`src/rtl/gpio_in_debounce.sv`:
```
// Purpose: synchronise and debounce the board button and switches, emit clean levels plus one-cycle edge pulses.
// Latency: 2 sync cycles + 1 register cycle + STABLE_CNT sample ticks, i.e. (STABLE_CNT-1)*TICK_DIV+3 .. STABLE_CNT*TICK_DIV+2 cycles.
// Backpressure: none; levels and pulses are free-running and sampled by the consumer every cycle.
module gpio_in_debounce #(
  parameter int SW_WIDTH   = 16,
  parameter int TICK_DIV   = 100000,
  parameter int STABLE_CNT = 4
) (
  input  logic                clk_i,
  input  logic                arst_n_i,
  input  logic                btn_i,
  input  logic [SW_WIDTH-1:0] sw_i,
  output logic                btn_o,
  output logic                btn_press_o,
  output logic                btn_release_o,
  output logic [SW_WIDTH-1:0] sw_o,
  output logic                sw_change_o
);

  // Bit 0 is the button, bits [SW_WIDTH:1] are the switches.
  localparam int N  = SW_WIDTH + 1;
  localparam int PW = (TICK_DIV > 1) ? $clog2(TICK_DIV) : 1;
  localparam int CW = (STABLE_CNT > 1) ? $clog2(STABLE_CNT) : 1;

  localparam logic [PW-1:0] PRE_LAST = PW'(TICK_DIV - 1);
  localparam logic [CW-1:0] DB_LAST  = CW'(STABLE_CNT - 1);

  logic [N-1:0]  pin;
  logic [N-1:0]  s1;
  logic [N-1:0]  s2;
  logic [N-1:0]  level;
  logic [N-1:0]  level_nxt;
  logic [PW-1:0] pre_cnt;
  logic          tick;
  logic [CW-1:0] db_cnt     [N];
  logic [CW-1:0] db_cnt_nxt [N];

  assign pin = {sw_i, btn_i};

  // Two-flop synchroniser for every asynchronous pin.
  always_ff @(posedge clk_i or negedge arst_n_i) begin
    if (!arst_n_i) begin
      s1 <= '0;
      s2 <= '0;
    end else begin
      s1 <= pin;
      s2 <= s1;
    end
  end

  // Shared prescaler; tick marks the last count of each sample period.
  always_ff @(posedge clk_i or negedge arst_n_i) begin
    if (!arst_n_i) begin
      pre_cnt <= '0;
    end else if (tick) begin
      pre_cnt <= '0;
    end else begin
      pre_cnt <= pre_cnt + PW'(1);
    end
  end

  assign tick = (pre_cnt == PRE_LAST);

  // Per-bit qualification: any agreeing tick restarts the count, STABLE_CNT disagreeing ticks flip the level.
  always_comb begin
    level_nxt = level;
    for (int i = 0; i < N; i++) begin
      db_cnt_nxt[i] = db_cnt[i];
      if (tick) begin
        if (s2[i] == level[i]) begin
          db_cnt_nxt[i] = '0;
        end else if (db_cnt[i] == DB_LAST) begin
          level_nxt[i]  = s2[i];
          db_cnt_nxt[i] = '0;
        end else begin
          db_cnt_nxt[i] = db_cnt[i] + CW'(1);
        end
      end
    end
  end

  // Level and qualification counter state.
  always_ff @(posedge clk_i or negedge arst_n_i) begin
    if (!arst_n_i) begin
      level <= '0;
      for (int i = 0; i < N; i++) begin
        db_cnt[i] <= '0;
      end
    end else begin
      level <= level_nxt;
      for (int i = 0; i < N; i++) begin
        db_cnt[i] <= db_cnt_nxt[i];
      end
    end
  end

  // Pulses come from the next level so they line up with the first cycle the new level is visible.
  always_ff @(posedge clk_i or negedge arst_n_i) begin
    if (!arst_n_i) begin
      btn_press_o   <= 1'b0;
      btn_release_o <= 1'b0;
      sw_change_o   <= 1'b0;
    end else begin
      btn_press_o   <= level_nxt[0] & ~level[0];
      btn_release_o <= ~level_nxt[0] & level[0];
      sw_change_o   <= |(level_nxt[N-1:1] ^ level[N-1:1]);
    end
  end

  assign btn_o = level[0];
  assign sw_o  = level[N-1:1];

endmodule

```
`config.mk`:
```
export PLATFORM = sky130hd
export DESIGN_NAME = gpio_in_debounce
export DESIGN_NICKNAME = d
export VERILOG_FILES = /design/src/rtl/gpio_in_debounce.sv
export SDC_FILE = /design/constraint.sdc
export NUM_CORES = 1
export LEC_CHECK = 0
export BUFFER_PORTS_ARGS = -buffer_cell sky130_fd_sc_hd__clkbuf_2
export CAP_MARGIN = 20
export CORE_MARGIN = 3
export CORE_UTILIZATION = 63
export DETAILED_ROUTE_END_ITERATION = 8
export PLACE_DENSITY = 0.84
export SLEW_MARGIN = 30
export SYNTH_ARGS = -nofsm -noshare
export SYNTH_HDL_FRONTEND = slang
export SYNTH_SLANG_ARGS = --single-unit
```
`constraint.sdc`:
```
create_clock -name clk_i -period 3.24 [get_ports clk_i]
set_input_delay 0.648 -clock clk_i [delete_from_list [all_inputs] [get_ports clk_i]]
set_output_delay 0.648 -clock clk_i [all_outputs]
set_load 0.01 [all_outputs]
```
==> summary.md, run 1 <==
| Metric | Value |
|---|---|
| GR Overflow Total | 0 |
| Tcrit/Tclk final | a little over 70% |
| Critical R2R Capture | db_cnt[2] |
| CTS tree | built |
| Hold_ws | about 0.25 ns |
| Cell area after layout | 4860 µm² |
| Max clock buf depth | 2 |
| Global-route wire length before repair | 12900 µm |
| Post-synthesis cell type count | 38 |
| Nets | 458 |
| Largest net degree at the start of global routing | 65 |
| Worst vdd ir | about 400 µV |
| Worst Path Arrival | ~2.6 ns |
| Fin Setup TNS | 0 ns |
| Placeable Area | 6530 µm² |
| Hold Fails Final Rpt | 0 |
| Critical Path Source Type | flip-flop |
| Clock transition at path regs | 0.10 ns |
| Placer Congestion | 0.791 |
| Post-route DRC | 0 |
| Multi-input gate area | 1680 µm² |
| Die ar. | 8000 µm² |
| Commonest non-fill, non-tap cells in the layout | dfrtp_1 (105), nand2_1 (88), clkbuf_2 (37), nor2_1 (26), xor2_1 (23) |
| Synthesized net count | 417 |
| Vias in the first global route | 2858 |
| Status | finished, final reports clean |
| Post-place instance area | 4650 µm² |
| Yosys top cell area share | 59.9% |
| RR Startpoint | pre_cnt[0] |
| Synth warnings | 0 |
| Seq. cell area | about 2600 µm² |
| Worst Path Max Fanout | 24 |
| Htree depth | 3 |
| Origin of the worst setup path | pre_cnt[0] |
| Final total power | about 2200 µW |
| Vias | 2813 |
| Final ANT Viol Nets | 0 |
| Root buffer cell | clkbuf_8 |
| # setup viols final | 0 |
| Total track usage | a little over a fifth |
| FILL cells | 443 |
| Row Count | 29 |
| Clock skew | about 0.011 ns |
| Post-layout min period | about 2.3 ns |
| Pins Over Slew Limit | 0 |
| Initial Util | 67.1% |
| Worst Reg2Reg Path Length in Cells | 6 |
| # diodes | 0 |
| Die Wd | just under 90 µm |
| Cell taking the most area after synthesis | dfrtp_1 |
| Die Height | 89.4 µm |
| Layout cell share with drive strength beyond 1 | 18.5% |
| Rel. slew slack | 52.6% |
| Req. time, crit path | between 3 and 4 ns |
| Detail Placement HPWL | 5050 µm |
| Drt pass-1 iters | 4 |
| RSZ-0062 raised after global routing | false |
| Worst-margin pin slew | roughly 0.71 ns |
| Initial DRC Count | 153 |
| Postcts setup bufs | 0 |
| Layout area overhead | 10.9% |
| I/O Buffers | 38 |
| Drt total wl | ~7400 µm |
| Critical path type | flip-flop to flip-flop |
| Final Core Density | 74.4% |
| Top Ports | 39 |
| Clk sinks | 105 |
| Number of maximum-capacitance violations | 0 |
| Worst Hold Class | input pin to asynchronous set/reset pin |
| Cell area power density | 460 nW/µm² |
| Top cells by area, synth | dfrtp_1 (60%), nand2_1 (7.5%), ha_1 (5.1%), xor2_1 (4.6%), mux2_4 (3.4%) |
| Hold Buf Count CTS | 0 |
| Gate Count Post-Synth | 380 |
| Worst-Skew Late Latency | approximately 0.37 ns |
| Routed wire per std cell | 14.6 µm |
| Post-synthesis sequential area ratio | 59.9% |
| Pleak | 0.00255 µW |
| Maximum clock rate | 426 MHz |
| Avg Inst Size Synth | roughly 12 µm² |
| Slack of the worst reg-to-reg path | 0.89 ns |
| Post-Syn Area | 4380 µm² |
| CP endpoint kind | flip-flop |
| Initial antenna violation count | 0 |
| CTS resizes | 0 |
| Inserted Clock Buffers | 9 |
| Vias/cell | 5.59 |
| Seq cells post-synth | 105 |
| Commonest non-fill, non-tap cell in the layout | dfrtp_1 |
[Yosys cell counts (all sizes together)]
| library cell | n |
|---|---|
| and4 | 3 |
| nand3 | 21 |
| ha | 18 |
| a21oi | 2 |
| nand3b | 1 |
| nand2 | 88 |
| nor3 | 1 |
| nor4bb | 1 |
| nor2 | 26 |
| clkbuf | 7 |
| o31ai | 1 |
| nor4b | 1 |
| nor4 | 3 |
| or3 | 2 |
| nand4bb | 1 |
| xnor2 | 7 |
| or4b | 1 |
| or4 | 1 |
| inv | 2 |
| a21o | 1 |
| and4b | 2 |
| dfrtp | 105 |
| a31o | 1 |
| mux2 | 17 |
| o21a | 1 |
| nand4 | 9 |
| and2 | 2 |
| buf | 6 |
| a22oi | 8 |
| nor3b | 1 |
| nand4b | 1 |
| xor2 | 23 |
| o21ai | 16 |
[cell type report]
class | count | area share (%)
well taps | 77 | 1.98
inverters | 2 | 0.154
clock buffers | 11 | 3.11
clock inverters | 5 | 1.24
flip-flops and latches | 105 | 54.1
repair buffers | 43 | 4.99
multi-input cells | 260 | 34.5
[metrics by stage]
step                      setup slack [ns]  cells
after floorplan                       1.40    380
after global placement                1.05    487
after detailed placement             0.886    487
after CTS                            0.883    503
after global routing                 0.666    503
final                                0.893    503
[per-layer routing]
metal	track usage (%)	share of wire [%]
met1	26.8	45
met3	7.19	4.5
met5	0	0
met4	4.87	0.98
met2	35.4	49
[where the power goes]
group	internal (µW)	leakage [µW]	switching, µW
registers	1330	0.00137	10.2
clock network	404	0.000106	437
logic	16.6	0.00107	37.8
[worst max-delay path: stages, from the launching register on]
cell,delay [ns]
dfrtp_1,0.40
ha_1,0.22
and4_1,0.35
nand4b_1,0.62
buf_4,0.46
nand2_1,0.09
o21ai_0,0.08
[cell families after synthesis]
| group | Yosys count | synth area share [%] |
|---|---|---|
| multiplexers | 17 | 5.22 |
| adder cells (fa/ha/maj) | 18 | 5.14 |
| XOR/XNOR | 30 | 5.99 |
| AND/OR/NAND/NOR | 165 | 17.7 |
| flip-flops | 105 | 59.9 |
| AO/OA/AOI/OAI | 30 | 4.14 |
| buffers and inverters | 15 | 1.85 |
[sequential cells by signal, summed over array words and instances, names as in the netlist]
signal	cells
level	17
btn_press_o	1
pre_cnt	17
s1	17
s2	17
db_cnt	34
sw_change_o	1
btn_release_o	1
[how the worst max path moves through the flow]
| stage | endpoint | slack [ns] | depth (start not counted) |
|---|---|---|---|
| 3_3_place_gp | db_cnt[20] | 1.05 | 6 |
| 5_1_grt | db_cnt[2] | 0.67 | 6 |
| 4_1_cts | db_cnt[2] | 0.88 | 6 |
| 6_report | db_cnt[2] | 0.89 | 6 |
| 3_5_place_dp | db_cnt[2] | 0.89 | 6 |
| 2_1_floorplan | level[14] | 1.40 | 8 |
Power figures use the tool's default switching activity.
==> run 2, diff against run 1 <==
--- a/config.mk
+++ b/config.mk
@@ -5,12 +5,13 @@
 export SDC_FILE = /design/constraint.sdc
 export NUM_CORES = 1
 export LEC_CHECK = 0
+export ABC_AREA = 1
 export BUFFER_PORTS_ARGS = -buffer_cell sky130_fd_sc_hd__clkbuf_2
 export CAP_MARGIN = 20
 export CORE_MARGIN = 3
-export CORE_UTILIZATION = 63
+export CORE_UTILIZATION = 54
 export DETAILED_ROUTE_END_ITERATION = 8
-export PLACE_DENSITY = 0.84
+export PLACE_DENSITY = 0.76
 export SLEW_MARGIN = 30
 export SYNTH_ARGS = -nofsm -noshare
 export SYNTH_HDL_FRONTEND = slang
==> constraint.sdc (replaced) <==
create_clock -name clk_i -period 1.9 [get_ports clk_i]
set_input_delay 0.38 -clock clk_i [delete_from_list [all_inputs] [get_ports clk_i]]
set_output_delay 0.38 -clock clk_i [all_outputs]
set_load 0.01 [all_outputs]
==> run 2 against run 1 <==
Routed wire length increased by 30%. Clock skew decreased by 0.0027 ns. Combinational power increased by 120%. Final area increased by 13%. Clock-buffer cell count decreased by 2. Largest power group unchanged. Highest routed layer unchanged.
==> summary.md, run 2 <==
| Metric | Value |
|---|---|
| Status | finished, final reports clean |
| Rel. slew slack | 74.0% |
| I/O Buffers | 38 |
| Synth Area in Compound Gates | about 6% |
| Largest register FFs | 34 |
| Worst vdd ir | 434 µV |
| Yosys top cell area share | 53.7% |
| Die ar. | approximately 10000 µm² |
| Post-synthesis sequential area ratio | between 50% and 60% |
| Tcrit/Tclk final | about nine tenths |
| Clock power share | 38.5% |
| Non-Filler Instances | between 700 and 800 |
| FILL cells | approximately 740 |
| Top-count cell post-synth | nand2_1 |
| Cell area power density | 714 nW/µm² |
| Internal power | roughly 3000 µW |
| Post-synthesis mux area share | 0% |
| Seq pwr share | 58.4% |
| Die Wd | roughly 100 µm |
| FFs w/ async S/R, synth | 100% |
| # diodes | 0 |
| Critical R2R Capture | db_cnt[30] |
| Inserted Clock Buffers | 9 |
| Sw Ratio | between 20% and 30% |
| Crit path top cell by count | nand2_1 |
| Root buffer cell | clkbuf_8 |
| Sw Pwr | between 800 and 900 µW |
| Drt pass-1 iters | 4 |
| Global-route wire length before repair | 16600 µm |
| CTS tree | built |
| Fin Setup TNS | 0 ns |
| Initial antenna violation count | 0 |
| Worst-Skew Late Latency | 0.36 ns |
| Pins Over Slew Limit | 0 |
| Synth Area in Simple Gates | 27.0% |
| RSZ-0062 raised after global routing | false |
| Detail Placement HPWL | 6730 µm |
| Cell area after layout | between 5000 and 6000 µm² |
| Xor-xnor portion of the synthesized cell area | 1.43% |
| Initial DRC Count | 103 |
| Largest stage delay, worst path | around 0.38 ns |
| Post-synthesis cell type count | 24 |
| # setup viols final | 0 |
| Htree depth | 3 |
| Clk sinks | approximately 110 |
| Commonest non-fill, non-tap cells in the layout | nand2_1 (184), dfrtp_1 (105), inv_1 (71), nor2_1 (44), clkbuf_2 (37) |
| Synth Area in Adders | 4.61% |
| Layout cell share with drive strength beyond 1 | 12.3% |
| Logic pwr share | 3.1% |
| Placer Congestion | roughly 0.85 |
| Placeable Area | 8760 µm² |
| Synth warnings | 0 |
| Max clock buf depth | 2 |
| Post-synth top flop | dfrtp_1 |
| Worst Hold Class | input pin to flip-flop |
| Top reg by flops | db_cnt |
| Crit path cell chain | ha_1, nand2_1, inv_2, nand2_2, nor2_4, nand3_4, buf_4, nand2_1, o21ai_1 |
| Commonest non-fill, non-tap cell in the layout | nand2_1 |
| Worst Reg2Reg Path Length in Cells | 9 |
| Post-place instance area | 5250 µm² |
| Maximum clock rate | 597 MHz |
| Origin of the worst setup path | pre_cnt[0] |
| Worst setup margin | approximately 0.22 ns |
| Post-route DRC | 0 |
| Worst Path Arrival | around 1.9 ns |
| Place WS | 0.236 ns |
| Top cells by area, synth | dfrtp_1 (54%), nand2_1 (14%), inv_1 (5.5%), ha_1 (4.6%), nor2_1 (3.4%) |
| Nets | 660 |
| Vias in the first global route | 3792 |
| Final ANT Viol Nets | 0 |
| Routed wire per std cell | ~13 µm |
| Number of maximum-capacitance violations | 0 |
| Post-synth EDFFs | 0 |
| Synthesized net count | 614 |
| Total track usage | 20.3% |
| Post-Syn Area | 4890 µm² |
| GR Overflow Total | 0 |
| Slack of the worst reg-to-reg path | 0.22 ns |
| Row Count | 34 |
| Critical path type | flip-flop to flip-flop |
| Placed Cells | just over 700 |
| Critical Path End | db_cnt[30] |
| Avg Inst Size Synth | around 8.5 µm² |
| Hold Fails Final Rpt | 0 |
| Hold_ws | 0.111 ns |
| Worst-margin pin slew | approximately 0.39 ns |
| Clock skew | 0.00795 ns |
| CTS resizes | 0 |
| Largest family of logic cells by synthesized area | simple AND/OR/NAND/NOR gates |
| Post-layout min period | 1.68 ns |
| Drt total wl | 9550 µm |
| Most frequent cells after synthesis | nand2_1 (184), dfrtp_1 (105), inv_1 (71), nor2_1 (44), o21ai_1 (25) |
| Largest net degree at the start of global routing | 51 |
| Gate Count Post-Synth | 577 |
| CP max-delay cell | dfrtp_1 |
| Pleak | 0.00291 µW |
| Cell taking the most area after synthesis | dfrtp_1 |
| Top Ports | 39 |
| CP endpoint kind | flip-flop |
| Vias | 3833 |
| Critical Path Source Type | flip-flop |
| Die Height | 101 µm |
| Worst Path Max Fanout | 17 |
| Vias/cell | 5.21 |
| Clock transition at path regs | 0.10 ns |
| RR Startpoint | pre_cnt[0] |
| Layout area overhead | 12.0% |
| Req. time, crit path | 2.15 ns |
| Initial Util | 55.8% |
| Seq cells post-synth | 105 |
## run 2: cell count changes after synthesis, moves of 6 or more
cell	delta
nand2_1	+96
nand4_1	+15
mux2_2	-7
mux2_4	-10
and2_1	+14
inv_1	+69
o21ai_0	+7
xor2_1	-16
o21ai_1	+25
nor2_1	+18
buf_2	+7
xnor2_1	-6
a22oi_1	-8
## run 2: per-stage QoR
step / utilization (%) / total power, µW
after floorplan: - / 2370
after global placement: 59.9 / 2440
after detailed placement: 59.9 / 2450
after CTS: 62.5 / 3960
after global routing: 62.5 / 4060
final: 62.5 / 3910
## run 2: routing by layer
layer / vias up / global-route usage [%] / routed length, µm
met2: 84 / 35.4 / 4780
li1: 1913 / - / -
met1: 1828 / 24.5 / 4180
met5: - / 0 / 0
met4: 0 / 5.93 / 102
met3: 8 / 5.85 / 479
## run 2: cell families after synthesis
group | count (synthesis)
compound gates | 55
simple gates | 304
flops | 105
fa+ha+maj | 18
buf+inv | 87
xor+xnor | 8
## run 2: final cells by class
class                           instances  area (µm²)  area share (%)
Inverter                               74         278            5.08
Tap cell                              108         135            2.47
Multi-Input combinational cell        385        1910            34.9
Timing Repair Buffer                   48         308            5.62
Sequential cell                       105        2630            48.0
Clock inverter                          6        91.3            1.67
Clock buffer                            9         124            2.26
## run 2: critical path, delay by kind of cell (launching register included)
kind	cells	cell delay [ns]
AND/OR/NAND/NOR	5	0.61
flip-flops	1	0.38
buffers and inverters	2	0.35
AO/OA/AOI/OAI	1	0.06
adder cells (fa/ha/maj)	1	0.17
## run 2: worst min path at each step
stage,depth (start not counted),startpoint,slack [ns],to
after floorplan,0,arst_n_i,0.08,btn_press_o
after global placement,1,arst_n_i,0.23,pre_cnt[14]
after detailed placement,1,arst_n_i,0.23,pre_cnt[11]
after CTS,1,sw_i[9],0.09,s1[10]
after global routing,1,sw_i[7],0.08,s1[8]
final,1,sw_i[15],0.11,s1[16]
## run 2: what timing repair did
action,4_1_cts,5_1_grt
hold buffers,1,0
buffers inserted,0,0
endpoints found under the hold margin,8,0
## run 2: power by group through the flow
stage	clock network (µW)	registers, µW	logic (µW)
final	1500	2280	120
after global routing	1630	2290	140
after floorplan	0	2320	41.2
after detailed placement	0	2330	122
after CTS	1550	2280	125
after global placement	0	2330	116
==> run 3, diff against run 2 <==
--- a/config.mk
+++ b/config.mk
@@ -6,12 +6,12 @@
 export NUM_CORES = 1
 export LEC_CHECK = 0
 export ABC_AREA = 1
-export BUFFER_PORTS_ARGS = -buffer_cell sky130_fd_sc_hd__clkbuf_2
 export CAP_MARGIN = 20
 export CORE_MARGIN = 3
-export CORE_UTILIZATION = 54
+export CORE_UTILIZATION = 57
 export DETAILED_ROUTE_END_ITERATION = 8
-export PLACE_DENSITY = 0.76
+export DONT_BUFFER_PORTS = 1
+export PLACE_DENSITY = 0.75
 export SLEW_MARGIN = 30
 export SYNTH_ARGS = -nofsm -noshare
 export SYNTH_HDL_FRONTEND = slang
==> run 3 against run 2 <==
The run now ends with negative hold slack left. Total power fell by 7.6%. Worst hold slack worse by 0.41 ns. Sequential power barely moved. Cell count fell by 6.0%. Flip-flop and latch count unchanged. Register-to-register slack better by 0.05 ns. Combinational power is 59% lower. Critical path type unchanged. Highest routed layer unchanged.
==> summary.md, run 3 (synthesized netlist as in run 2, its figures left out) <==
| Metric | Value |
|---|---|
| Status | complete, but fails checks |
| Failing checks | negative hold slack |
| Critical Path Source Type | flip-flop |
| Global-route wire length before repair | 16200 µm |
| Vias | 3654 |
| Origin of the worst setup path | pre_cnt[0] |
| RR Startpoint | pre_cnt[0] |
| Final ANT Viol Nets | 0 |
| Worst Hold Class | input pin to asynchronous set/reset pin |
| Critical Path End | db_cnt[15] |
| Hold Fails Final Rpt | ~110 |
| Placer Congestion | ~0.83 |
| Clock transition at path regs | 0.10 ns |
| Root buffer cell | clkbuf_8 |
| Req. time, crit path | 2.15 ns |
| Die ar. | 9720 µm² |
| Die Wd | 98.6 µm |
| Layout area overhead | 6.30% |
| Row Count | 33 |
| Drt total wl | 9350 µm |
| Largest register FFs | 34 |
| Placeable Area | around 8300 µm² |
| Slack of the worst reg-to-reg path | around 0.27 ns |
| Layout cell share with drive strength beyond 1 | 6.14% |
| Final Core Density | between 60% and 70% |
| Routed wire per std cell | 13.5 µm |
| Clk sinks | 105 |
| CP endpoint kind | flip-flop |
| Drt pass-1 iters | 4 |
| Top reg by flops | db_cnt |
| Hold_ws | -0.303 ns |
| Total track usage | between 20% and 30% |
| Top Ports | 39 |
| Commonest non-fill, non-tap cells in the layout | nand2_1 (184), dfrtp_1 (105), inv_1 (71), nor2_1 (44), o21ai_1 (25) |
| CTS tree | built |
| Die Height | 98.6 µm |
| I/O Buffers | 0 |
| Initial antenna violation count | 0 |
| Pleak | 0.00270 µW |
| # diodes | 0 |
| Nets | 618 |
| Initial Util | 59.2% |
| Vias/cell | 5.29 |
| Inserted Clock Buffers | 9 |
| Rel. slew slack | between 70 and 80% |
| Worst-Skew Late Latency | 0.36 ns |
| Vias in the first global route | 3610 |
| Critical R2R Capture | db_cnt[15] |
| Htree depth | 3 |
| Max clock buf depth | 2 |
| RSZ-0062 raised after global routing | false |
| Maximum clock rate | between 600 and 700 MHz |
| FILL cells | 705 |
| Post-layout min period | 1.63 ns |
| Initial DRC Count | 164 |
| Worst Path Arrival | 1.88 ns |
| Fin Setup TNS | 0 ns |
| Cell area power density | 695 nW/µm² |
| Clock skew | around 0.011 ns |
| GR Overflow Total | 0 |
| Worst Path Max Fanout | 17 |
| # setup viols final | 0 |
| Postcts setup bufs | 0 |
| Number of maximum-capacitance violations | 0 |
| Place WS | 0.279 ns |
| Critical path type | flip-flop to flip-flop |
| Largest net degree at the start of global routing | 106 |
| Commonest non-fill, non-tap cell in the layout | nand2_1 |
| Worst-margin pin slew | 0.349 ns |
| Post-route DRC | 0 |
| Worst Reg2Reg Path Length in Cells | 9 |
| Pins Over Slew Limit | 0 |
| Detail Placement HPWL | 6410 µm |
| Worst vdd ir | 410 µV |
| Worst setup margin | 0.271 ns |
| Tcrit/Tclk final | 85.7% |
## run 3: critical path: stages (launching register included)
cell     delay, ns
dfrtp_1       0.38
ha_1          0.18
nand2_1       0.08
inv_2         0.07
nand2_2       0.08
nor3_2        0.19
nand2_1       0.20
buf_12        0.22
nand2_1       0.05
o21ai_1       0.06
## run 3: worst min-delay path by stage
stage                       end  slack, ns  cells after the start
finish              pre_cnt[13]      -0.30                      0
global placement    pre_cnt[13]       0.09                      0
CTS                   db_cnt[9]      -0.32                      0
detailed placement  pre_cnt[13]       0.09                      0
global route        pre_cnt[14]      -0.33                      0
floorplan           btn_press_o       0.08                      0
## run 3: area by class of cell
| class | count | area [µm²] | share of cell area, % |
|---|---|---|---|
| repair buffers | 6 | 70.1 | 1.35 |
| well taps | 105 | 131 | 2.53 |
| multi-input cells | 385 | 1910 | 36.7 |
| clock inverters | 5 | 38.8 | 0.746 |
| clock buffers | 11 | 141 | 2.72 |
| inverters | 74 | 278 | 5.35 |
| flip-flops and latches | 105 | 2630 | 50.6 |
## run 3: routing by layer
metal | wire [µm] | track usage, %
met1 | 4150 | 26.3
met2 | 4640 | 34.0
met3 | 366 | 5.02
met4 | 182 | 7.88
met5 | 0 | 0
## run 3: what timing repair did
action	4_1_cts	5_1_grt
gates resized for setup	0	0
hold endpoints to repair	105	105
setup endpoints to repair	0	0
## run 3: power by group
group | switching [µW] | total [µW] | leakage (µW) | internal (µW)
Clock | 757 | 1280 | 0.0000899 | 521
Combinational | 30.8 | 49.7 | 0.00124 | 18.9
Sequential | 15.4 | 2290 | 0.00137 | 2270
## run 3: metrics by stage
stage	total power, µW	std cells	area [µm²]
after floorplan	2370	577	4890
after global placement	2370	675	5020
after detailed placement	2380	675	5020
after CTS	3660	691	5200
after global routing	3750	691	5200
final	3610	691	5200
